**config.mk**
```make
export PLATFORM = sky130hd
export DESIGN_NAME = multicycle_ctrl
export DESIGN_NICKNAME = d
export VERILOG_FILES = /design/src/rtl/multicycle_ctrl_pkg.sv /design/src/rtl/multicycle_ctrl_alu_decoder.sv /design/src/rtl/multicycle_ctrl.sv
export SDC_FILE = /design/constraint.sdc
export NUM_CORES = 1
export LEC_CHECK = 0
export ABC_CLOCK_PERIOD_IN_PS = 4300
export BUFFER_PORTS_ARGS = -buffer_cell sky130_fd_sc_hd__buf_2
export CORE_MARGIN = 2
export CORE_UTILIZATION = 50
export DETAILED_ROUTE_END_ITERATION = 10
export PLACE_DENSITY = 0.83
export SYNTH_ARGS = -nofsm -noshare
export SYNTH_HDL_FRONTEND = slang
export SYNTH_SLANG_ARGS = --single-unit
```
**constraint.sdc**
```tcl
create_clock -name clk -period 4.3 [get_ports clk]
set_input_delay 1.29 -clock clk [delete_from_list [all_inputs] [get_ports clk]]
set_output_delay 1.29 -clock clk [all_outputs]
set_load 0.005 [all_outputs]
```
**src/rtl/multicycle_ctrl_pkg.sv**
```systemverilog
// Shared definitions for the multicycle RISC-V controller and its datapath.
// Holds the FSM state codes, the opcode constants, the mux select / ALU
// operation encodings, and the immediate-format decode helper. No ports.
package multicycle_ctrl_pkg;

    // State codes are fixed and visible on state_dbg.
    typedef enum logic [3:0] {
        S_FETCH    = 4'd0,
        S_DECODE   = 4'd1,
        S_MEMADR   = 4'd2,
        S_MEMREAD  = 4'd3,
        S_MEMWB    = 4'd4,
        S_MEMWRITE = 4'd5,
        S_EXECR    = 4'd6,
        S_EXECI    = 4'd7,
        S_ALUWB    = 4'd8,
        S_BEQ      = 4'd9,
        S_JAL      = 4'd10,
        S_HALT     = 4'd11
    } state_t;

    // Opcodes
    localparam logic [6:0] OP_LOAD  = 7'b0000011;
    localparam logic [6:0] OP_STORE = 7'b0100011;
    localparam logic [6:0] OP_RTYPE = 7'b0110011;
    localparam logic [6:0] OP_ITYPE = 7'b0010011;
    localparam logic [6:0] OP_BEQ   = 7'b1100011;
    localparam logic [6:0] OP_JAL   = 7'b1101111;

    // ALU source A select
    localparam logic [1:0] SRCA_PC    = 2'b00;
    localparam logic [1:0] SRCA_OLDPC = 2'b01;
    localparam logic [1:0] SRCA_REG   = 2'b10;

    // ALU source B select
    localparam logic [1:0] SRCB_REG  = 2'b00;
    localparam logic [1:0] SRCB_IMM  = 2'b01;
    localparam logic [1:0] SRCB_FOUR = 2'b10;

    // Result select
    localparam logic [1:0] RES_ALUOUT = 2'b00;
    localparam logic [1:0] RES_DATA   = 2'b01;
    localparam logic [1:0] RES_ALURES = 2'b10;

    // Immediate formats
    localparam logic [1:0] IMM_I = 2'b00;
    localparam logic [1:0] IMM_S = 2'b01;
    localparam logic [1:0] IMM_B = 2'b10;
    localparam logic [1:0] IMM_J = 2'b11;

    // ALU operation class
    localparam logic [1:0] ALUOP_ADD   = 2'b00;
    localparam logic [1:0] ALUOP_SUB   = 2'b01;
    localparam logic [1:0] ALUOP_FUNCT = 2'b10;

    // ALU operations
    localparam logic [2:0] ALU_ADD = 3'b000;
    localparam logic [2:0] ALU_SUB = 3'b001;
    localparam logic [2:0] ALU_AND = 3'b010;
    localparam logic [2:0] ALU_OR  = 3'b011;
    localparam logic [2:0] ALU_SLT = 3'b101;

    // Immediate format from the opcode; unknown opcodes fall back to I-type.
    function automatic logic [1:0] imm_src_of(input logic [6:0] op);
        logic [1:0] imm;
        case (op)
            OP_LOAD, OP_ITYPE: imm = IMM_I;
            OP_STORE:          imm = IMM_S;
            OP_BEQ:            imm = IMM_B;
            OP_JAL:            imm = IMM_J;
            default:           imm = IMM_I;
        endcase
        return imm;
    endfunction

endpackage

```
**src/rtl/multicycle_ctrl_alu_decoder.sv**
```systemverilog
// ALU operation decoder.
// Ports:
//   alu_op      in  2  operation class from the FSM (add / sub / by funct)
//   funct3      in  3  instruction funct3
//   funct7_5    in  1  instruction bit 30
//   op5         in  1  opcode bit 5 (distinguishes R-type from I-type)
//   alu_control out 3  ALU operation
module alu_decoder
    import multicycle_ctrl_pkg::*;
(
    input  logic [1:0] alu_op,
    input  logic [2:0] funct3,
    input  logic       funct7_5,
    input  logic       op5,
    output logic [2:0] alu_control
);

    always_comb begin
        alu_control = ALU_ADD;
        case (alu_op)
            ALUOP_ADD: alu_control = ALU_ADD;
            ALUOP_SUB: alu_control = ALU_SUB;
            ALUOP_FUNCT: begin
                case (funct3)
                    3'b111:  alu_control = ALU_AND;
                    3'b110:  alu_control = ALU_OR;
                    3'b010:  alu_control = ALU_SLT;
                    // Only R-type can subtract; addi with bit 30 set is still add.
                    3'b000:  alu_control = (op5 && funct7_5) ? ALU_SUB : ALU_ADD;
                    default: alu_control = ALU_ADD;
                endcase
            end
            default: alu_control = ALU_ADD;
        endcase
    end

endmodule

```
**src/rtl/multicycle_ctrl.sv**
```systemverilog
// Multicycle RISC-V controller: Moore FSM sequencing fetch/decode/execute,
// memory wait counter with timeout fault, ImmSrc decode and ALU decode.
// Ports:
//   clk, rst_n                 clock, asynchronous active-low reset
//   op, funct3, funct7_5       instruction fields from IR
//   zero                       ALU zero flag (branch condition)
//   mem_ready                  memory completion
//   PCWrite..AdrSrc            1-bit datapath strobes / selects
//   ResultSrc..ALUOP           2-bit mux selects and ALU op class
//   ALUControl                 ALU operation
//   mem_err                    sticky memory timeout fault
//   illegal_instr              one-cycle pulse on unknown opcode in DECODE
//   state_dbg                  current state code
//
// Memory handshake: in FETCH, MEMREAD and MEMWRITE the request (MemRead or
// MemWrite) is held every cycle; a transfer completes in the cycle where
// mem_ready=1 is sampled with the request asserted, and the FSM leaves the
// state on that edge. mem_ready is ignored in all other states.
module multicycle_ctrl
    import multicycle_ctrl_pkg::*;
#(
    parameter int unsigned MEM_WAIT_MAX = 255
) (
    input  logic       clk,
    input  logic       rst_n,
    input  logic [6:0] op,
    input  logic [2:0] funct3,
    input  logic       funct7_5,
    input  logic       zero,
    input  logic       mem_ready,
    output logic       PCWrite,
    output logic       IRWrite,
    output logic       RegWrite,
    output logic       MemWrite,
    output logic       MemRead,
    output logic       AdrSrc,
    output logic [1:0] ResultSrc,
    output logic [1:0] ALUSrcA,
    output logic [1:0] ALUSrcB,
    output logic [1:0] ImmSrc,
    output logic [1:0] ALUOP,
    output logic [2:0] ALUControl,
    output logic       mem_err,
    output logic       illegal_instr,
    output logic [3:0] state_dbg
);

    localparam logic [15:0] WAIT_MAX = 16'(MEM_WAIT_MAX);

    state_t      state_q, state_d;
    logic [15:0] wait_cnt_q, wait_cnt_d;
    logic        mem_err_q, mem_err_d;

    logic pc_write_raw, ir_write_raw, reg_write_raw;
    logic mem_write_raw, mem_read_raw, illegal_raw;
    logic wait_state, timeout;

    always_ff @(posedge clk or negedge rst_n) begin
        if (!rst_n) begin
            state_q    <= S_FETCH;
            wait_cnt_q <= '0;
            mem_err_q  <= 1'b0;
        end else begin
            state_q    <= state_d;
            wait_cnt_q <= wait_cnt_d;
            mem_err_q  <= mem_err_d;
        end
    end

    always_comb begin
        wait_state = (state_q == S_FETCH) || (state_q == S_MEMREAD) ||
                     (state_q == S_MEMWRITE);
        timeout    = wait_state && !mem_ready && (wait_cnt_q == WAIT_MAX);

        // Counting only while stalled in a wait state means it is already
        // zero whenever a wait state is entered.
        if (wait_state && !mem_ready)
            wait_cnt_d = (wait_cnt_q == WAIT_MAX) ? wait_cnt_q : wait_cnt_q + 16'd1;
        else
            wait_cnt_d = '0;

        mem_err_d = mem_err_q | timeout;
    end

    always_comb begin
        state_d       = state_q;
        pc_write_raw  = 1'b0;
        ir_write_raw  = 1'b0;
        reg_write_raw = 1'b0;
        mem_write_raw = 1'b0;
        mem_read_raw  = 1'b0;
        illegal_raw   = 1'b0;
        AdrSrc        = 1'b0;
        ResultSrc     = RES_ALUOUT;
        ALUSrcA       = SRCA_PC;
        ALUSrcB       = SRCB_REG;
        ALUOP         = ALUOP_ADD;

        case (state_q)
            S_FETCH: begin
                mem_read_raw = 1'b1;
                ALUSrcB      = SRCB_FOUR;
                ResultSrc    = RES_ALURES;
                pc_write_raw = mem_ready;
                ir_write_raw = mem_ready;
                if (mem_ready)    state_d = S_DECODE;
                else if (timeout) state_d = S_HALT;
            end
            S_DECODE: begin
                ALUSrcA = SRCA_OLDPC;
                ALUSrcB = SRCB_IMM;
                case (op)
                    OP_LOAD, OP_STORE: state_d = S_MEMADR;
                    OP_RTYPE:          state_d = S_EXECR;
                    OP_ITYPE:          state_d = S_EXECI;
                    OP_BEQ:            state_d = S_BEQ;
                    OP_JAL:            state_d = S_JAL;
                    default: begin
                        state_d     = S_FETCH;
                        illegal_raw = 1'b1;
                    end
                endcase
            end
            S_MEMADR: begin
                ALUSrcA = SRCA_REG;
                ALUSrcB = SRCB_IMM;
                state_d = op[5] ? S_MEMWRITE : S_MEMREAD;
            end
            S_MEMREAD: begin
                mem_read_raw = 1'b1;
                AdrSrc       = 1'b1;
                if (mem_ready)    state_d = S_MEMWB;
                else if (timeout) state_d = S_HALT;
            end
            S_MEMWB: begin
                ResultSrc     = RES_DATA;
                reg_write_raw = 1'b1;
                state_d       = S_FETCH;
            end
            S_MEMWRITE: begin
                mem_write_raw = 1'b1;
                AdrSrc        = 1'b1;
                if (mem_ready)    state_d = S_FETCH;
                else if (timeout) state_d = S_HALT;
            end
            S_EXECR: begin
                ALUSrcA = SRCA_REG;
                ALUSrcB = SRCB_REG;
                ALUOP   = ALUOP_FUNCT;
                state_d = S_ALUWB;
            end
            S_EXECI: begin
                ALUSrcA = SRCA_REG;
                ALUSrcB = SRCB_IMM;
                ALUOP   = ALUOP_FUNCT;
                state_d = S_ALUWB;
            end
            S_ALUWB: begin
                reg_write_raw = 1'b1;
                state_d       = S_FETCH;
            end
            S_BEQ: begin
                ALUSrcA      = SRCA_REG;
                ALUSrcB      = SRCB_REG;
                ALUOP        = ALUOP_SUB;
                pc_write_raw = zero;
                state_d      = S_FETCH;
            end
            S_JAL: begin
                ALUSrcA      = SRCA_OLDPC;
                ALUSrcB      = SRCB_FOUR;
                pc_write_raw = 1'b1;
                state_d      = S_ALUWB;
            end
            S_HALT: state_d = S_HALT;
            default: state_d = S_FETCH;
        endcase
    end

    // Strobes are masked by rst_n directly so they drop within the reset
    // cycle, not on the next edge.
    assign PCWrite       = pc_write_raw  & rst_n;
    assign IRWrite       = ir_write_raw  & rst_n;
    assign RegWrite      = reg_write_raw & rst_n;
    assign MemWrite      = mem_write_raw & rst_n;
    assign MemRead       = mem_read_raw  & rst_n;
    assign illegal_instr = illegal_raw   & rst_n;

    assign ImmSrc    = imm_src_of(op);
    assign mem_err   = mem_err_q;
    assign state_dbg = state_q;

    alu_decoder u_alu_decoder (
        .alu_op      (ALUOP),
        .funct3      (funct3),
        .funct7_5    (funct7_5),
        .op5         (op[5]),
        .alu_control (ALUControl)
    );

endmodule

```
# Yosys cells after proc, flatten, opt, wreduce, memory -nomap -nowiden
# Cells that the tools add are included.
# classes
n_addsub,1
mul,0
n_div,0
n_lt_le_gt_ge,0
eq_ne,24
shift,0
n_mux,25
n_bitwise,7
reduce_logical,19
# ops
cell,n
16-bit two-way mux,2
4-bit one-hot mux with 7 select lines,1
4-bit one-hot mux with 5 select lines,1
16-bit by 1-bit adder with 16-bit output (second input constant),1
16-bit by 8-bit equality test with 1-bit output (second input constant),1
4-bit by 3-bit equality test with 1-bit output (second input constant),4
4-bit equality test (second input constant),4
4-bit two-way mux,4
2-bit one-hot mux with 2 select lines,4
7-bit by 6-bit equality test with 1-bit output (second input constant),2
7-bit equality test (second input constant),2
2-bit OR reduction,7
3-bit one-hot mux with 4 select lines,1
4-bit by 2-bit equality test with 1-bit output (second input constant),2
1-bit two-way mux,8
7-bit by 2-bit equality test with 1-bit output (second input constant),1
7-bit by 5-bit equality test with 1-bit output (second input constant),1
1-bit bitwise AND,6
3-bit equality test (second input constant),2
2-bit one-hot mux with 3 select lines,1
3-bit one-hot mux with 2 select lines,1
3-bit OR reduction,2
6-bit OR reduction,1
4-bit by 1-bit equality test with 1-bit output (second input constant),1
13 further kinds,16
# totals
reg_bits,21
latch_bits,0
ram_bits,0
romBits,0
input_bits,15
output_inout_bits,25
elab_cells,79
n_memories,0

# Longest topological paths before layout
# depth
depth_word,8
ltp_mapped,9
mapped_depth_nobuf,8

# Hierarchy
# Synthesis repeated with hierarchy kept, for this count alone.
# hier_totals
cells_unflattened,180
area_unflattened_um2,1496.4
# by_module_without_submodules
mod,n_inst,cells_each,area_per_inst_um2,seq_area_each_um2
multicycle_ctrl,1,168,1410.1,525.5
alu_decoder,1,12,86.3,0.0

# Worst setup path after synthesis
# Ideal clock, no wire load.
# synth_path
path_kind,input -> output
start,input mem_ready
end,output PCWrite
t_arrival_ns,2.123
t_required_ns,3.010
path_slack_ns,0.887
cell_stages,4
n_path_buf,0
path_cell_list,or3b_2 > a21oi_1 > a31oi_1 > nor3b_1
# synth_between
elab_chain_len,2
# synth_rtl
element,line,source
start: declaration,multicycle_ctrl.sv:30,"input logic mem_ready,"
1-bit one-hot mux with 3 select lines,multicycle_ctrl.sv:99,case (state_q)
1-bit bitwise AND,multicycle_ctrl.sv:182,assign PCWrite = pc_write_raw & rst_n;
end: declaration,multicycle_ctrl.sv:31,"output logic PCWrite,"
# Every way passes these cells.

# Final worst setup path
# layout_path
start,register state_q[0] (netlist: state_dbg[0])
end,output ALUControl[2]
# layout_between
elab_chain_len,5
word_cells_on_any_way,8
cone_classes,eq/ne (5); mux (2); reduce/logical (1)
# layout_rtl
element,line,source
start: declaration,multicycle_ctrl.sv:50,"state_t state_q, state_d;"
start signal: assignment,multicycle_ctrl.sv:64,state_q <= state_d;
4-bit by 3-bit equality test with 1-bit output,multicycle_ctrl.sv:99,
2-bit OR reduction (no source line),-,
2-bit one-hot mux with 2 select lines (*),multicycle_ctrl.sv:99,
2-bit equality test / 2-bit by 1-bit equality test with 1-bit output (equally long branches),multicycle_ctrl_alu_decoder.sv:20,case (alu_op)
3-bit one-hot mux with 2 select lines (*),multicycle_ctrl_alu_decoder.sv:20,
end: declaration,multicycle_ctrl.sv:42,"output logic [2:0] ALUControl,"
# Mark *: on every way between the ends. The rest lies on a longest branch, timed or not.

==> flow_metrics.py <==
metrics = {
    "cts": {
        "tritoncts": "done",
        "cts_inserted_buffers": 3,
        "cts_max_path_buffers": 2,
        "h-tree-depth": 1,
        "cts-root-buf": "clkbuf_4",
        "clkLatencyLatePin_ps": 310,
        "clkSinkCount": 21,
        "path_clk_slew_ps": 110,
        "ctsResizeCount": 0,
        "cts_hold_buf": 0,
        "postCtsSetupRepairBufs": 0,
    },
    "cells_and_area": {
        "fin_nets": 248,
        "num_antenna_cells": 0,
        "syn2layout_area_growth_pct": 16.1,
        "layout-drive-gt1-share_pct": 22.4,
        "layout.cells.non_filler": 261,
    },
    "setup_path": {
        "crit_buf_inv": 2,
        "worst-path-max-fanout": 21,
        "arrival_ps": 2400,
        "crit_slowest_cell": "dfrtp_1",
        "cp-end-kind": "output pin",
        "path_cells": "nor2b_1, nand3_1, ha_1, inv_1, nand4_1, nor2_1, buf_2",
        "crit_family": "simple AND/OR/NAND/NOR gates",
        "r2r_slack_ps": 2270,
        "critPathLaunchType": "flip-flop",
        "ff2ff_path_depth": 5,
        "slowest_delay_ps": 700,
        "required_ps": 3010,
        "crit_cells": 7,
        "path_class": "flip-flop to output pin",
    },
    "synthesis": {
        "synthArstFlopShare_pct": 100,
        "synth_most_common_cell": "nor2_1",
        "synth_edf_count": 0,
        "synthFlopType": "dfrtp_1",
        "yosys_warnings": 0,
        "synth_nets": 210,
        "yosys.area.top_type": "dfrtp_1",
        "synth_area_mm2": 0.00154,
        "synth.area.top_cells": "dfrtp_1 (34%), nor2_1 (5.6%), nand2_1 (4.6%), xnor2_1 (3.4%), a21oi_1 (3.2%)",
        "yosys.cell_types.count": 44,
        "synthesis.area_per_instance_um2": 8.07,
        "synth_commonest_cells": "nor2_1 (23), dfrtp_1 (21), nand2_1 (19), a21oi_1 (10)",
        "ys_ff_latch": 21,
        "yosysSeqAreaShare_pct": 34.1,
        "synth_top_cell_area_share_pct": 34.1,
        "synthCells": 191,
    },
    "power": {
        "p_int_w": 0.000276,
        "clkPwrFrac_pct": 24.5,
        "p_seq_share_pct": 54.5,
        "switchingPower_w": 0.000120,
        "p_sw_share_pct": 30.3,
        "p_leak_nw": 0.879,
        "comb_power_share_pct": 21.0,
        "power.total_w": 0.000396,
        "ir_worst_vdd_mv": 0.158,
        "p_per_area_mw_per_mm2": 221,
    },
    "hold_path": {
        "hold_depth": 1,
        "hp-class": "flip-flop to flip-flop",
    },
    "timing": {
        "tightest_slew_ps": 559,
        "fin_crit_sh_pct": 85.8,
        "relSlewSlack_pct": 62.8,
        "fin_worst_skew_ps": 2.89,
        "finalSetupViolations": 0,
        "slew_viol_final": 0,
        "rsz0062_at_grt": "no",
        "tns_ps": 0,
        "setup_slack_ps": 612,
        "hold_violations": 0,
        "max_freq_mhz": 271,
        "fin_crit_ps": 3690,
    },
    "drt": {
        "initialDrtViolationCount": 69,
        "drc_errors": 0,
        "vias": 1542,
        "drt_pass1_iterations": 4,
        "vias_per_cell": 5.91,
        "wire_per_inst_um": 13.3,
        "ant_nets": 0,
        "wirelength_mm": 3.46,
    },
    "die": {
        "initial_core_util_pct": 51.3,
        "die_h_um": 59.5,
        "die-area_mm2": 0.00354,
        "rows": 20,
        "coreArea_mm2": 0.00300,
        "io_pins": 40,
        "die_x_um": 59.5,
    },
    "global_routing": {
        "grt_pass1_vias": 1269,
        "grt_max_degree": 22,
        "grt_pass1_wl_mm": 5.66,
        "grt.total_usage_pct": 20.5,
        "antenna_found_initial": 0,
        "grt_overflow": 0,
    },
    "placed_design": {
        "dp.cells": 257,
        "gp_congestion": 0.835,
        "place_hpwl_mm": 2.50,
        "io_buffers": 39,
        "post-place-ws_ps": 610,
    },
    "status": {
        "run_status": "finished clean",
    },
    "flow_run": {
        "drv_cap": 0,
    },
}
-- cells by family after synthesis --
logic type	synth area share [%]
xor+xnor	5.68
flops	34.1
fa+ha+maj	3.25
compound gates	14.9
simple gates	37.9
buf+inv	4.14
-- cell type report --
class / instances / area (µm²)
clock buffer: 4 / 26.3
sequential: 21 / 526
tap: 33 / 41.3
fill: 268 / 1210
timing repair buffer: 41 / 210
multi-input combinational: 153 / 952
inverter: 9 / 33.8
-- path summary, 6_finish.rpt --
kind | start | end
max | state_dbg[0] | ALUControl[2]
min | mem_err | mem_err
max reg2reg | wait_cnt_q[0] | state_dbg[2]
min reg2reg | mem_err | mem_err
max in group asynchronous | rst_n | wait_cnt_q[8]
min in group asynchronous | rst_n | mem_err
-- placed cells by master, fill, tap and decap left out, drive strengths merged, types with 7 or more instances in the layout --
cell type,instances
nor4,7
dfrtp,21
nor3,8
nor2,23
nand4,7
nand2,20
nand3,9
buf,41
inv,9
and3,8
o21ai,8
a21oi,10
-- power groups by stage --
stage	Sequential (W)	Combinational, W	Clock (W)
floorplan	0.000210	0.0000543	0
global placement	0.000219	0.0000811	0
detailed placement	0.000219	0.0000826	0
CTS	0.000215	0.0000831	0.0000973
global route	0.000218	0.0000939	0.000105
finish	0.000216	0.0000829	0.0000970
-- through the flow --
stage / area, µm² / hold WS, ps / utilization (%)
2_1_floorplan: 1540 / 459 / -
3_3_place_gp: 1760 / 450 / 58.7
3_5_place_dp: 1760 / 450 / 58.7
4_1_cts: 1790 / 483 / 59.6
5_1_grt: 1790 / 528 / 59.6
6_report: 1790 / 483 / 59.6
-- metal layers --
metal | track usage, % | vias up | share of wire, %
li1 | - | 783 | -
met3 | 0.655 | 5 | 3.4
met5 | 0 | - | 0
met2 | 30.5 | 45 | 46
met4 | 7.30 | 0 | 1.2
met1 | 31.7 | 709 | 49
-- flip-flops by register name (all words and copies together) (netlist names) --
register / count
wait_cnt_q: 16
mem_err: 1
state_dbg: 4
Power figures use the tool's default switching activity.
